`src/rtl/argmax_unit.sv`:
```
`default_nettype none
// ============================================================================
//  Module      : argmax_unit
//  Description : Output stage of the neural network. On a rising edge of
//                start it reads NUM_CLASSES signed scores from the score
//                memory, one per cycle. It then publishes the index and value
//                of the largest score together with a one-cycle done pulse.
//  Revision    : 1.0  initial release
// ============================================================================
module argmax_unit #(
   parameter int NUM_CLASSES = 10,
   parameter int DATA_WIDTH  = 32,
   parameter int ADDR_WIDTH  = 4
) (
   input  logic                  clk,
   input  logic                  reset,
   input  logic                  start,
   output logic                  rd_en,
   output logic [ADDR_WIDTH-1:0] rd_addr,
   input  logic [DATA_WIDTH-1:0] rd_data,
   output logic                  busy,
   output logic                  done,
   output logic [3:0]            argmax_output,
   output logic [DATA_WIDTH-1:0] max_value
);

   // State encoding
   localparam logic [1:0] c_idle  = 2'd0;
   localparam logic [1:0] c_scan  = 2'd1;
   localparam logic [1:0] c_drain = 2'd2;
   localparam logic [1:0] c_done  = 2'd3;

   // Last address issued during a scan, and the "no result" display code
   localparam logic [ADDR_WIDTH-1:0] c_last  = ADDR_WIDTH'(NUM_CLASSES - 1);
   localparam logic [ADDR_WIDTH-1:0] c_first = '0;
   localparam logic [3:0]            c_blank = 4'd10;

   logic [1:0]            r_state;
   logic [1:0]            w_state_next;
   logic                  r_start_q;
   logic                  w_trigger;
   logic                  w_accept;
   logic [ADDR_WIDTH-1:0] r_cnt;

   // Read-return tracking: one cycle behind the address bus
   logic                  r_cmp_vld;
   logic [ADDR_WIDTH-1:0] r_cmp_idx;

   // Running best (working registers, never visible on the ports)
   logic [DATA_WIDTH-1:0] r_best_val;
   logic [ADDR_WIDTH-1:0] r_best_idx;

   // Best after folding in the datum currently on rd_data
   logic                  w_take;
   logic [DATA_WIDTH-1:0] w_next_val;
   logic [ADDR_WIDTH-1:0] w_next_idx;

   // Rising-edge detect on the level start request
   assign w_trigger = start & ~r_start_q;
   assign w_accept  = (r_state == c_idle) && w_trigger;

   // Start edge register
   always_ff @(posedge clk or posedge reset) begin
      if (reset) begin
         r_start_q <= 1'b0;
      end else begin
         r_start_q <= start;
      end
   end

   // State register
   always_ff @(posedge clk or posedge reset) begin
      if (reset) begin
         r_state <= c_idle;
      end else begin
         r_state <= w_state_next;
      end
   end

   // Next-state logic; triggers outside IDLE are simply ignored
   always_comb begin
      w_state_next = r_state;
      case (r_state)
         c_idle:  if (w_trigger) w_state_next = c_scan;
         c_scan:  if (r_cnt == c_last) w_state_next = c_drain;
         c_drain: w_state_next = c_done;
         c_done:  w_state_next = c_idle;
         default: w_state_next = c_idle;
      endcase
   end

   // Output decode from state; rd_addr follows the counter so it holds when idle
   always_comb begin
      rd_en   = 1'b0;
      busy    = 1'b0;
      done    = 1'b0;
      rd_addr = r_cnt;
      case (r_state)
         c_idle:  busy = 1'b0;
         c_scan:  begin
            rd_en = 1'b1;
            busy  = 1'b1;
         end
         c_drain: busy = 1'b1;
         c_done:  begin
            busy = 1'b1;
            done = 1'b1;
         end
         default: busy = 1'b0;
      endcase
   end

   // Address counter: cleared on accept, advances through the scan, parks on the last address
   always_ff @(posedge clk or posedge reset) begin
      if (reset) begin
         r_cnt <= '0;
      end else if (w_accept) begin
         r_cnt <= '0;
      end else if ((r_state == c_scan) && (r_cnt != c_last)) begin
         r_cnt <= r_cnt + 1'b1;
      end
   end

   // Delay the read strobe and address by the memory latency to tag returning data
   always_ff @(posedge clk or posedge reset) begin
      if (reset) begin
         r_cmp_vld <= 1'b0;
         r_cmp_idx <= '0;
      end else begin
         r_cmp_vld <= rd_en;
         r_cmp_idx <= rd_addr;
      end
   end

   // Address 0 seeds the best unconditionally; later scores must be strictly greater
   always_comb begin
      w_take     = 1'b0;
      w_next_val = r_best_val;
      w_next_idx = r_best_idx;
      if (r_cmp_vld) begin
         if (r_cmp_idx == c_first) begin
            w_take = 1'b1;
         end else if ($signed(rd_data) > $signed(r_best_val)) begin
            w_take = 1'b1;
         end
      end
      if (w_take) begin
         w_next_val = rd_data;
         w_next_idx = r_cmp_idx;
      end
   end

   // Running best registers
   always_ff @(posedge clk or posedge reset) begin
      if (reset) begin
         r_best_val <= '0;
         r_best_idx <= '0;
      end else if (w_take) begin
         r_best_val <= w_next_val;
         r_best_idx <= w_next_idx;
      end
   end

   // Publish the result on the edge that leaves DRAIN, which also absorbs the final datum
   always_ff @(posedge clk or posedge reset) begin
      if (reset) begin
         argmax_output <= c_blank;
         max_value     <= '0;
      end else if (r_state == c_drain) begin
         argmax_output <= 4'(w_next_idx);
         max_value     <= w_next_val;
      end
   end

endmodule
`default_nettype wire

```
`config.mk`:
```
export PLATFORM = sky130hd
export DESIGN_NAME = argmax_unit
export DESIGN_NICKNAME = d
export VERILOG_FILES = /design/src/rtl/argmax_unit.sv
export SDC_FILE = /design/constraint.sdc
export NUM_CORES = 1
export LEC_CHECK = 0
export CAP_MARGIN = 25
export CORE_MARGIN = 4
export CORE_UTILIZATION = 43
export CTS_BUF_LIST = sky130_fd_sc_hd__clkbuf_8
export DETAILED_ROUTE_END_ITERATION = 7
export DONT_BUFFER_PORTS = 1
export HOLD_SLACK_MARGIN = 0.06
export PLACE_DENSITY = 0.57
export SYNTH_ARGS = -nofsm -noshare
export SYNTH_HDL_FRONTEND = slang
export SYNTH_SLANG_ARGS = --single-unit
export TNS_END_PERCENT = 1
```
`constraint.sdc`:
```
create_clock -name clk -period 5.2 [get_ports clk]
set_input_delay 1.04 -clock clk [delete_from_list [all_inputs] [get_ports clk]]
set_output_delay 1.04 -clock clk [all_outputs]
set_load 0.1 [all_outputs]
```
==> impl_metrics.tcl <==
set metrics [dict create \
    vias 3425 \
    crit_type "in -> reg" \
    period_share 0.664 \
    initial_utilization 0.441 \
    cts_buffers 9 \
    crit_arrival_ns 3.70 \
    drv_slew 0 \
    cts_tree "yes" \
    initialDrtViolationCount 225 \
    cp.required_ns 5.45 \
    avgSynthCellArea_um2 10.5 \
    setup_viol 0 \
    syn2layout_area_growth_pct 5.47 \
    reg2reg_slack_ns 1.98 \
    std_cell_rows 38 \
    fillers 1034 \
    grt_pass1_vias 3539 \
    synth_area_um2 4830 \
    grtUsageTotal 0.175 \
    synth-seq-area-share 0.436 \
    setup_tns_ns 0 \
    diodes 0 \
    clkSinkCount 84 \
    fp.dieH_um 114 \
    grt_pass1_wl_um 18000 \
    hold_class "reg -> reg" \
    min_period_ns 3.45 \
    wl_met1_um 5050 \
    wl_per_cell_um 18.6 \
    worstMarginPinSlew_ns 1.07 \
    synth_nets 532 \
    detail-route-antenna-nets 0 \
    hpwlAfterDp_um 7270 \
    clock_latency_ns 0.36 \
    grt_max_degree 79 \
    synth_seq_cells 84 \
    synth_cell_types 43 \
    grt.overflow.total 0 \
    cp_max_fo 34 \
    route.final.wire_length_um 11000 \
    cpMostUsedCell "a221o_1" \
    viasPerCell 5.81 \
    cts_hold_buf 0 \
    fin_nets 519 \
    drive_gt1_frac 0.136 \
    synthArstFlopShare 1.00 \
    root_buffer "clkbuf_8" \
    topRoutingLayerUsed "met4" \
    io_buffers 0 \
    fmax_ghz 0.290 \
    synthCells 458 \
    core_region_area_um2 10900 \
    drc 0 \
    path_cells "ha_1, a21oi_1, nand2_1, a221o_1, o31ai_1, a21oi_4, or3_2, buf_4, a221o_1" \
    ys.flop_type "dfrtp_1" \
    maxCapViolCount 0 \
    met2_length_um 5160 \
    place_congestion 0.819 \
    path_delay_family "compound AO/OA/AOI/OAI gates" \
    wl_met3_um 581 \
    run_status "finished clean" \
    htree_levels 3 \
    num_io_pins 78 \
    critPathCaptureType "register" \
    slew_headroom 0.287 \
    path_buf_inv 1 \
    clock_skew_ns 0.00740 \
    crit_slowest_cell "o31ai_1" \
    start_kind "primary input" \
    cpPeakStageDelay_ns 0.50 \
    cts.clk_slew.worst_paths_ns 0.08 \
    hold_violations 0 \
    fp.dieW_um 114 \
    die-area_um2 13000 \
    synth_edf_count 0 \
    antenna_found_initial 0 \
    grt_setup_unrepaired "no" \
    yosysWarnings 0 \
    ctsResizeCount 0 \
    clk_path_buf_depth 2 \
    post_cts_buffers 0 \
    drtPass1Iterations 4 \
]
## worst reg2reg max path, cell delays in order (launching register included)
cell	delay (ns)
dfrtp_1	0.39
inv_1	0.06
ha_1	0.31
a21oi_1	0.17
nand2_1	0.08
a221o_1	0.35
o31ai_1	0.50
a21oi_4	0.10
or3_2	0.48
buf_4	0.31
a221o_1	0.36
## layer usage
metal	global-route usage	vias up
met1	0.222	1719
met3	0.0456	13
met4	0.0705	0
li1	-	1630
met2	0.283	63
met5	0	-
## layout by cell type (no fill, tap or decap), drive strengths merged
cell type,n
and4,1
a221o,32
clkbuf,10
a21o,2
a21oi,15
o21a,1
or2,1
clkinv,5
o221ai,5
o211ai,5
clkinvlp,1
o311ai,1
nand2,46
a31oi,1
o32a,1
nand3,8
dfrtp,82
or3,1
dfstp,2
ha,39
a211oi,1
o31ai,1
inv,45
and2,32
nor4b,1
nand4,7
and3b,1
xor2,2
o21ai,12
nor3,1
nand2b,1
a21boi,2
xnor2,1
nor4,34
nor2b,1
buf,9
a22oi,1
nor2,7
mux2,32
## cells in the mapped netlist, types with 2 or more instances
master | count | share of area
o221ai_1 | 5 | 0.0091
nand3_1 | 8 | 0.0083
o211ai_1 | 5 | 0.0078
mux2_1 | 4 | 0.0093
and2_1 | 32 | 0.041
a21oi_1 | 15 | 0.016
a21o_1 | 2 | 0.0031
clkbuf_1 | 25 | 0.019
o21ai_0 | 10 | 0.010
a21boi_1 | 2 | 0.0031
a221o_1 | 32 | 0.066
xor2_1 | 2 | 0.0036
dfstp_2 | 2 | 0.011
nor4_1 | 33 | 0.043
buf_6 | 4 | 0.0093
nor2_1 | 7 | 0.0054
nand2_1 | 46 | 0.036
dfrtp_1 | 82 | 0.43
o21ai_1 | 2 | 0.0021
buf_8 | 3 | 0.0093
ha_1 | 39 | 0.10
mux2_4 | 28 | 0.087
nand4_1 | 6 | 0.0078
inv_1 | 45 | 0.035
## cell type report
class	instances	area [um2]	area share
Tap cell	140	175	0.0344
Multi-Input combinational cell	296	2380	0.468
Inverter	45	170	0.0334
Clock buffer	10	138	0.0270
Timing Repair Buffer	9	91.3	0.0179
Clock inverter	6	31.3	0.00614
Sequential cell	84	2100	0.413
## stage by stage
stage               area, um2  utilization  hold slack [ns]  setup slack (ns)  instances
floorplan                4830            -            0.481              1.88        458
global placement         4880        0.447            0.499              1.34        572
detailed placement       4910        0.449            0.512              1.35        573
CTS                      5080        0.465            0.532              1.75        589
global route             5090        0.466            0.555              1.64        590
finish                   5090        0.466            0.526              1.75        590
## logic make-up after synthesis
group,Yosys count,synth area share
simple gates,142,0.158
flops,84,0.436
compound gates,80,0.129
buf+inv,78,0.0739
fa+ha+maj,39,0.101
mux,32,0.0964
xor+xnor,3,0.00544
## registers in the layout, summed over array words and instances, names as in the netlist
register	cells
max_value	32
r_cmp_idx	4
r_start_q	1
r_state	2
rd_addr	4
r_best_idx	4
argmax_output	4
r_cmp_vld	1
r_best_val	32
## worst paths after layout
path | from | endpoint | cells after the start
worst max-delay path | rd_data[14] | max_value[5] | 9
worst min-delay path | r_best_val[31] | r_best_val[31] | 1
worst max register to register | r_best_val[14] | max_value[5] | 10
worst min register to register | r_best_val[31] | r_best_val[31] | 1
max in group asynchronous | reset | max_value[18] | 2
min in group asynchronous | reset | rd_addr[0] | 1
Power is not shown: default switching activity piles up to over one toggle a cycle in this logic, so the estimate is an artifact.
